`src/rtl/alu_seq.sv`:
```
// alu_seq: handshaked sequential ALU with single-cycle logic/arithmetic ops,
// an iterative shift-add multiplier and a persistent multiply-accumulate.
module alu_seq #(
  parameter int WIDTH = 3
) (
  input  logic                 clk,
  input  logic                 rst_n,
  input  logic                 in_valid,
  output logic                 in_ready,
  input  logic [2:0]           op,
  input  logic [WIDTH-1:0]     a,
  input  logic [WIDTH-1:0]     b,
  input  logic                 acc_clr,
  output logic                 out_valid,
  input  logic                 out_ready,
  output logic [2*WIDTH-1:0]   result,
  output logic                 carry,
  output logic                 zero
);

  localparam int RW = 2 * WIDTH;
  localparam int CW = $clog2(WIDTH + 1);

  localparam logic [2:0] OP_ADD = 3'b000;
  localparam logic [2:0] OP_SUB = 3'b001;
  localparam logic [2:0] OP_AND = 3'b010;
  localparam logic [2:0] OP_OR  = 3'b011;
  localparam logic [2:0] OP_XOR = 3'b100;
  localparam logic [2:0] OP_SHL = 3'b101;

  typedef enum logic [1:0] {IDLE, BUSY, DONE} state_t;

  state_t          state;
  state_t          state_nxt;

  logic [RW-1:0]    mcand;
  logic [WIDTH-1:0] mplier;
  logic [RW-1:0]    prod;
  logic [CW-1:0]    count;
  logic             is_mac;
  logic [RW-1:0]    acc;

  logic [RW-1:0]    ax;
  logic [RW-1:0]    bx;
  logic [WIDTH:0]   sum_w;
  logic [RW-1:0]    sc_res;
  logic             sc_carry;
  logic             is_iter;
  logic [RW-1:0]    prod_step;
  logic [RW:0]      mac_sum;
  logic             last_step;

  assign in_ready  = (state == IDLE);
  assign out_valid = (state == DONE);

  assign ax        = {{WIDTH{1'b0}}, a};
  assign bx        = {{WIDTH{1'b0}}, b};
  assign is_iter   = (op[2:1] == 2'b11);
  assign last_step = (count == CW'(1));

  // Single-cycle result and flag for the op currently on the input channel.
  always_comb begin
    sc_res   = '0;
    sc_carry = 1'b0;
    sum_w    = {1'b0, a} + {1'b0, b};
    case (op)
      OP_ADD: begin
        sc_res   = {{(WIDTH-1){1'b0}}, sum_w};
        sc_carry = sum_w[WIDTH];
      end
      OP_SUB: begin
        sc_res   = ax - bx;
        sc_carry = (a < b);
      end
      OP_AND:  sc_res = ax & bx;
      OP_OR:   sc_res = ax | bx;
      OP_XOR:  sc_res = ax ^ bx;
      OP_SHL:  sc_res = ax << b;
      default: sc_res = '0;
    endcase
  end

  // One shift-add step, plus the accumulator sum used on the final MAC step.
  always_comb begin
    prod_step = prod + (mplier[0] ? mcand : '0);
    mac_sum   = {1'b0, acc} + {1'b0, prod_step};
  end

  // Control state register.
  always_ff @(posedge clk or negedge rst_n) begin
    if (!rst_n) state <= IDLE;
    else        state <= state_nxt;
  end

  // Next-state logic: accept in IDLE, iterate in BUSY, hold in DONE until taken.
  always_comb begin
    state_nxt = state;
    case (state)
      IDLE: if (in_valid) state_nxt = is_iter ? BUSY : DONE;
      BUSY: if (last_step) state_nxt = DONE;
      DONE: if (out_ready) state_nxt = IDLE;
      default: state_nxt = IDLE;
    endcase
  end

  // Datapath: operand capture, multiplier iteration, result and accumulator.
  always_ff @(posedge clk or negedge rst_n) begin
    if (!rst_n) begin
      mcand  <= '0;
      mplier <= '0;
      prod   <= '0;
      count  <= '0;
      is_mac <= 1'b0;
      acc    <= '0;
      result <= '0;
      carry  <= 1'b0;
      zero   <= 1'b0;
    end else begin
      case (state)
        IDLE: begin
          // Clearing here lands before any MAC accumulation of this command.
          if (acc_clr) acc <= '0;
          if (in_valid) begin
            if (is_iter) begin
              mcand  <= ax;
              mplier <= b;
              prod   <= '0;
              count  <= CW'(WIDTH);
              is_mac <= op[0];
            end else begin
              result <= sc_res;
              carry  <= sc_carry;
              zero   <= (sc_res == '0);
            end
          end
        end
        BUSY: begin
          mcand  <= mcand << 1;
          mplier <= mplier >> 1;
          prod   <= prod_step;
          count  <= count - CW'(1);
          if (last_step) begin
            if (is_mac) begin
              acc    <= mac_sum[RW-1:0];
              result <= mac_sum[RW-1:0];
              carry  <= mac_sum[RW];
              zero   <= (mac_sum[RW-1:0] == '0);
            end else begin
              result <= prod_step;
              carry  <= 1'b0;
              zero   <= (prod_step == '0);
            end
          end
        end
        default: ;
      endcase
    end
  end

endmodule

```
`config.mk`:
```
export PLATFORM = sky130hd
export DESIGN_NAME = alu_seq
export DESIGN_NICKNAME = d
export VERILOG_FILES = /design/src/rtl/alu_seq.sv
export SDC_FILE = /design/constraint.sdc
export NUM_CORES = 1
export LEC_CHECK = 0
export ABC_AREA = 1
export CAP_MARGIN = 20
export CORE_UTILIZATION = 46
export DETAILED_ROUTE_END_ITERATION = 6
export PLACE_DENSITY = 0.63
export RECOVER_POWER = 50
export SLEW_MARGIN = 20
export SYNTH_ARGS = -nofsm -noshare
export SYNTH_HDL_FRONTEND = slang
export SYNTH_SLANG_ARGS = --single-unit
```
`constraint.sdc`:
```
create_clock -name clk -period 5 [get_ports clk]
set_input_delay 1 -clock clk [delete_from_list [all_inputs] [get_ports clk]]
set_output_delay 1 -clock clk [all_outputs]
set_load 0.005 [all_outputs]
```
== After elaboration in Yosys (flattened, before gate mapping) ==
Cells that the tools add are included.

* Logic and storage cells: 86
* Bits in registers: 34
* Output and inout bits: 10

* Magnitude comparators: 1
* Bitwise gates (word level): 3
* Shift operators: 1
* Reduce and logical (&&, ||, !) cells: 11
* Add/sub/neg operators: 5
* Eq/ne operators: 16
* Multiplexer cells: 39

{| class="wikitable"
|+ Operators by type and width
! cell !! number
|-
| two-way mux 6 bit || 12
|-
| one-hot mux 6 bit (2 select lines) || 4
|-
| one-hot mux 6 bit (6 select lines) || 1
|-
| logical NOT 6 bit || 3
|-
| two-way mux 2 bit || 6
|-
| AND reduction 3 bit || 3
|-
| two-way mux 1 bit || 8
|-
| inequality test 2 bit, second input constant || 4
|-
| AND reduction 4 bit || 2
|-
| adder 6 x 6 -> 7 bit || 1
|-
| adder 6 bit || 1
|-
| equality test 3 x 2 -> 1 bit, second input constant || 2
|-
| equality test 3 bit, second input constant || 2
|-
| two-way mux 3 bit || 2
|-
| inequality test 2 x 1 -> 1 bit, second input constant || 3
|-
| one-hot mux 1 bit (2 select lines) || 3
|-
| one-hot mux 2 bit (3 select lines) || 1
|-
| one-hot mux 3 bit (2 select lines) || 1
|-
| left shift 3 x 3 -> 6 bit || 1
|-
| adder 3 x 3 -> 4 bit || 1
|-
| equality test 2 x 1 -> 1 bit, second input constant || 2
|-
| equality test 2 bit, second input constant || 2
|-
| one-hot mux 2 bit (2 select lines) || 1
|-
| subtractor 3 x 3 -> 4 bit || 1
|-
| other kinds (9) || 9
|}

== Logic depth before layout (Yosys ltp) ==
* Depth in word-level cells: 7
* Depth in mapped cells: 23
* Gate-level depth less buffers: 22

== Worst setup path before layout ==
No wires, ideal clock.

* Kind: input to register
* Start point: in a[0]
* End point: reg zero
* Arrival time: 2.521 ns
* Setup slack: 2.363 ns
* Library setup time: 0.116 ns
* Cell stages on the path: 16
* Data required time: 4.884 ns
* Path through: inv_1 ha_1 inv_1 fa_1 inv_1 fa_1 inv_1 nand2_1 nand2_1 inv_1 nand2_1 nor2_1 nand4_1 nand2_1 nand2_1 nand2_1

* Cells in the longest elaborated chain, start to end: 6
* Elaborated cells on any way between the ends: 11
* Classes of those cells: add/sub (2); shift (1); mux (4); bitwise (3); reduce/logical (1)

{| class="wikitable"
|+ RTL lines
! item !! line !! source
|-
| from (decl) || 11 || <nowiki>input logic [WIDTH-1:0] a,</nowiki>
|-
| subtractor 3 x 3 -> 4 bit, or another cell as far along || 72 || <nowiki>sc_res = ax - bx;</nowiki>
|-
| one-hot mux 6 bit (6 select lines) * || 66 || <nowiki>case (op)</nowiki>
|-
| logical NOT 6 bit * || 133 || <nowiki>zero <= (sc_res == '0);</nowiki>
|-
| two-way mux 1 bit * || 124 || <nowiki>if (is_iter) begin</nowiki>
|-
| two-way mux 1 bit * || 123 || <nowiki>if (in_valid) begin</nowiki>
|-
| one-hot mux 1 bit (2 select lines) * || 119 || <nowiki>case (state)</nowiki>
|-
| to (signal assigned) || 133 ||
|-
| to (signal assigned) || 147 || <nowiki>zero <= (mac_sum[RW-1:0] == '0);</nowiki>
|-
| to (signal assigned) || 151 || <nowiki>zero <= (prod_step == '0);</nowiki>
|-
| to (decl) || 18 || <nowiki>output logic zero</nowiki>
|}

Every way passes the cells marked *; elsewhere a longest branch is shown, timed or not. The select of a mux whose other input is x is not followed.
A chain may end at the register's enable or synchronous reset.

== Final worst setup path ==
* Start point: in b[1]
* End point: reg zero

* Cells in the longest elaborated chain, start to end: 6
* Elaborated cells on any way between the ends: 11
* Classes of those cells: add/sub (2); shift (1); mux (4); bitwise (3); reduce/logical (1)

{| class="wikitable"
|+ RTL lines
! item !! line !! source
|-
| from (decl) || 12 || <nowiki>input logic [WIDTH-1:0] b,</nowiki>
|-
| subtractor 3 x 3 -> 4 bit, or another cell as far along || 72 ||
|-
| one-hot mux 6 bit (6 select lines) * || 66 ||
|-
| logical NOT 6 bit * || 133 ||
|-
| two-way mux 1 bit * || 124 ||
|-
| two-way mux 1 bit * || 123 ||
|-
| one-hot mux 1 bit (2 select lines) * || 119 ||
|}

Marked as above.

==> impl_summary.txt <==
----------------------------------------------------
[Run status]
  Outcome ... finished with violations
  Violations in the final reports ... max-capacitance violations, max-slew violations

[Critical path]
  Arr. time, crit path ... 3230 ps
  Sort of element at the end of the critical path ... flop
  Max Fanout on Critical Path ... 8
  Critical Path Start Type ... input port
  CP required ... 5180 ps
  Classification of the worst setup path ... input port to flop

[Timing]
  Fin worst setup slack ... 1950 ps
  Fmax ... 328 MHz
  Final period demand of the worst path ... 3050 ps
  Worst clock skew on the final layout ... 11.6 ps
  Slew at the pin closest to its max-slew limit ... 1850 ps
  Total negative slack ... 0 ps
  Remaining max-slew budget at the tightest pin ... -23.2%
  Final setup violation count ... 0
  Number of hold violations in the final report ... 0
  Unrepaired setup endpoints after global routing ... no
  Max-slew violations ... 35
  Fin crit share ... 61.0%

[Drt]
  Count of TritonRoute iterations in the first routing pass ... 4
  Final routed DRC violation total ... 0
  Vias after detailed routing ... 2,504
  Post-DR wirelength/cell ... 13.9 µm
  Number of vias per cell after detailed routing ... 5.21
  Total wire length after detailed routing ... 6690 µm
  Drt initial violations ... 108
  Post-DRT Antenna Nets ... 0

[Global route]
  Largest net degree at the start of global routing ... 35
  Via count of the first global-routing pass ... 2,422
  Number of antenna violations at the first check in global routing ... 0
  Wire length of the first global-routing pass ... 11,300 µm
  GR Overflow Total ... 0
  Overall global routing resource usage ... 24.0%

[Floorplanning]
  Number of top-level pins ... 24
  Die width ... 78.3 µm
  Core ar. ... 5570 µm²
  Vertical die dimension ... 78.3 µm
  Initial core utilization ... 48.1%
  Area enclosed by the die boundary ... 6140 µm²
  # rows ... 27

[Logic synthesis]
  Fraction of synthesis flops using an asynchronous set or reset pin ... 100%
  Biggest area contributors in the synthesized netlist ... sky130_fd_sc_hd__dfrtp_1 (32%), sky130_fd_sc_hd__nand2_1 (15%), sky130_fd_sc_hd__ha_1 (10%)
  Most instantiated flip-flop cell in the synthesis netlist ... sky130_fd_sc_hd__dfrtp_1
  Cell area after technology mapping ... 2680 µm²
  Number of different library cells in the post-synthesis netlist ... 31
  Most used standard cell by instance count after synthesis ... sky130_fd_sc_hd__nand2_1
  Synth area leader ... sky130_fd_sc_hd__dfrtp_1
  Most frequent cells after synthesis ... sky130_fd_sc_hd__nand2_1 (108), sky130_fd_sc_hd__inv_1 (59), sky130_fd_sc_hd__nor2_1 (38)
  Syn_area_per_cell ... 6.98 µm²
  Share of Yosys cell area claimed by the top area cell type ... 31.7%
  Share of synthesized area occupied by flip-flops and latches ... 31.7%
  Register bit total from synthesis ... 34
  Number of warnings printed during yosys synthesis ... 0
  Cells after Synth ... 384
  Number of nets in the synthesized netlist ... 425
  Number of flops mapped to enable cells by yosys ... 0

[Clocking]
  Number of CTS-inserted buffers ... 5
  Cells resized by post-CTS repair ... 0
  Maximum number of buffers from clock root to sink ... 2
  H-tree levels ... 2
  TritonCTS clock tree ... done
  Post-CTS Hold Fix Bufs ... 0
  Root cell of the clock tree ... sky130_fd_sc_hd__clkbuf_8
  Number of setup buffers added after CTS ... 0
  Number of sinks handled by clock tree synthesis ... 34
  Clock-pin slew on the worst setup and hold paths ... 80 ps
  Clock insertion delay at the later pin of the skew report ... 290 ps

[Place]
  Placed inst area ... 2970 µm²
  HPWL after detailed placement ... 5270 µm
  Placement Setup Slack ... 1650 ps
  Routability congestion estimate ... 0.953
  Number of buffers inserted by port buffering ... 23

[Power and ir drop]
  Peak supply drop ... 0.292 mV
  LEAKAGE ... 1.63 nW
  Final total power ... 0.00149 W
  Power density over the cells ... 490 nW/µm²

[Final layout]
  Core utilization of the finished layout ... 54.5%
  Final antenna diode count ... 0
  Area growth from synthesis to final layout ... 13.4%
  Share of post-route cells with drive strength above 1 ... 3.42%
  Layout Nets ... 449
  Final std cell area, no fill ... 3040 µm²

[Flow run]
  Total of max-cap violations ... 1

[Min path]
  Min-Delay Path Class ... flop to flop

----------------------------------------------------
## final cells by class
class                      instances  area, µm²
clock buffer                       7       86.3
clock inverter                     1       5.00
fill                             592       2530
inverter                          63        239
multi-input combinational        280       1540
sequential                        34        851
tap                               72       90.1
timing repair buffer              24        234
## kinds of logic after synthesis
| kind of cell | count (synthesis) | share of synthesized area, % |
|---|---|---|
| flip-flops | 34 | 31.7 |
| buffers and inverters | 70 | 10.4 |
| AO/OA/AOI/OAI | 52 | 11.4 |
| XOR/XNOR | 1 | 0.327 |
| AND/OR/NAND/NOR | 200 | 32.2 |
| adder cells (fa/ha/maj) | 27 | 14.0 |
## final timing paths
check / from / to / slack (ps) / cells past startpoint
setup / recovery: b[1] / zero / 1950 / 15
hold / removal: mplier[1] / mplier[1] / 490 / 2
setup reg to reg: mplier[0] / result[3] / 2030 / 17
hold reg to reg: mplier[1] / mplier[1] / 490 / 2
max in group asynchronous: rst_n / count[0] / 2180 / 2
min in group asynchronous: rst_n / mcand[5] / 1740 / 2
## cell usage in the layout (no fill, tap or decap), types with 2 or more instances in the layout
cell / Yosys / layout
sky130_fd_sc_hd__nor3_1: 2 / 2
sky130_fd_sc_hd__a21oi_1: 16 / 16
sky130_fd_sc_hd__nand4_1: 10 / 10
sky130_fd_sc_hd__nand2_1: 108 / 108
sky130_fd_sc_hd__nor2_1: 38 / 39
sky130_fd_sc_hd__a22o_1: 2 / 2
sky130_fd_sc_hd__clkbuf_8: 0 / 6
sky130_fd_sc_hd__inv_2: 3 / 2
sky130_fd_sc_hd__a31oi_1: 4 / 4
sky130_fd_sc_hd__o21ai_0: 19 / 19
sky130_fd_sc_hd__nand3_2: 2 / 2
sky130_fd_sc_hd__dlygate4sd3_1: 0 / 4
sky130_fd_sc_hd__o211ai_1: 4 / 4
sky130_fd_sc_hd__dfrtp_1: 34 / 34
sky130_fd_sc_hd__clkdlybuf4s50_1: 0 / 19
sky130_fd_sc_hd__ha_1: 22 / 22
sky130_fd_sc_hd__clkbuf_1: 2 / 2
sky130_fd_sc_hd__nand3_1: 35 / 35
sky130_fd_sc_hd__o22ai_1: 3 / 3
sky130_fd_sc_hd__inv_1: 59 / 60
sky130_fd_sc_hd__fa_1: 5 / 5
## through the flow
stage               hold slack [ps]  std cells
floorplan                       453        384
global placement                471        473
detailed placement              474        473
CTS                             490        481
global route                    521        481
finish                          488        481
## worst max-delay path: stages
cell and delay (ps):
sky130_fd_sc_hd__clkdlybuf4s50_1 600, sky130_fd_sc_hd__inv_1 200, sky130_fd_sc_hd__fa_1 410, sky130_fd_sc_hd__inv_1 70
sky130_fd_sc_hd__fa_1 400, sky130_fd_sc_hd__inv_1 60, sky130_fd_sc_hd__nand2_1 50, sky130_fd_sc_hd__nand2_1 60
sky130_fd_sc_hd__inv_1 30, sky130_fd_sc_hd__nand2_1 70, sky130_fd_sc_hd__nor2_1 40, sky130_fd_sc_hd__nand4_1 80
sky130_fd_sc_hd__nand2_1 50, sky130_fd_sc_hd__nand2_1 50, sky130_fd_sc_hd__nand2_1 50
## metal layers
metal / track usage [%] / up-vias / routed length, µm
li1: - / 1287 / -
met1: 31.8 / 1177 / 3230
met2: 40.5 / 34 / 3210
met3: 3.49 / 6 / 168
met4: 7.04 / 0 / 83
met5: 0 / - / 0
## registers in the layout (all words and copies together), names as in the netlist
name / flops
state: 2
mcand: 6
carry: 1
acc: 6
prod: 6
result: 6
mplier: 3
zero: 1
count: 2
is_mac: 1
## where the power goes
group | leakage (nW) | total (W) | internal (W) | switching (W)
Clock | 0.0482 | 0.000215 | 0.000111 | 0.000104
Combinational | 1.14 | 0.000812 | 0.000314 | 0.000498
Sequential | 0.436 | 0.000461 | 0.000383 | 0.0000780
Total | 1.63 | 0.00149 | 0.000809 | 0.000680
No activity file was read; power rests on OpenSTA's default activity.
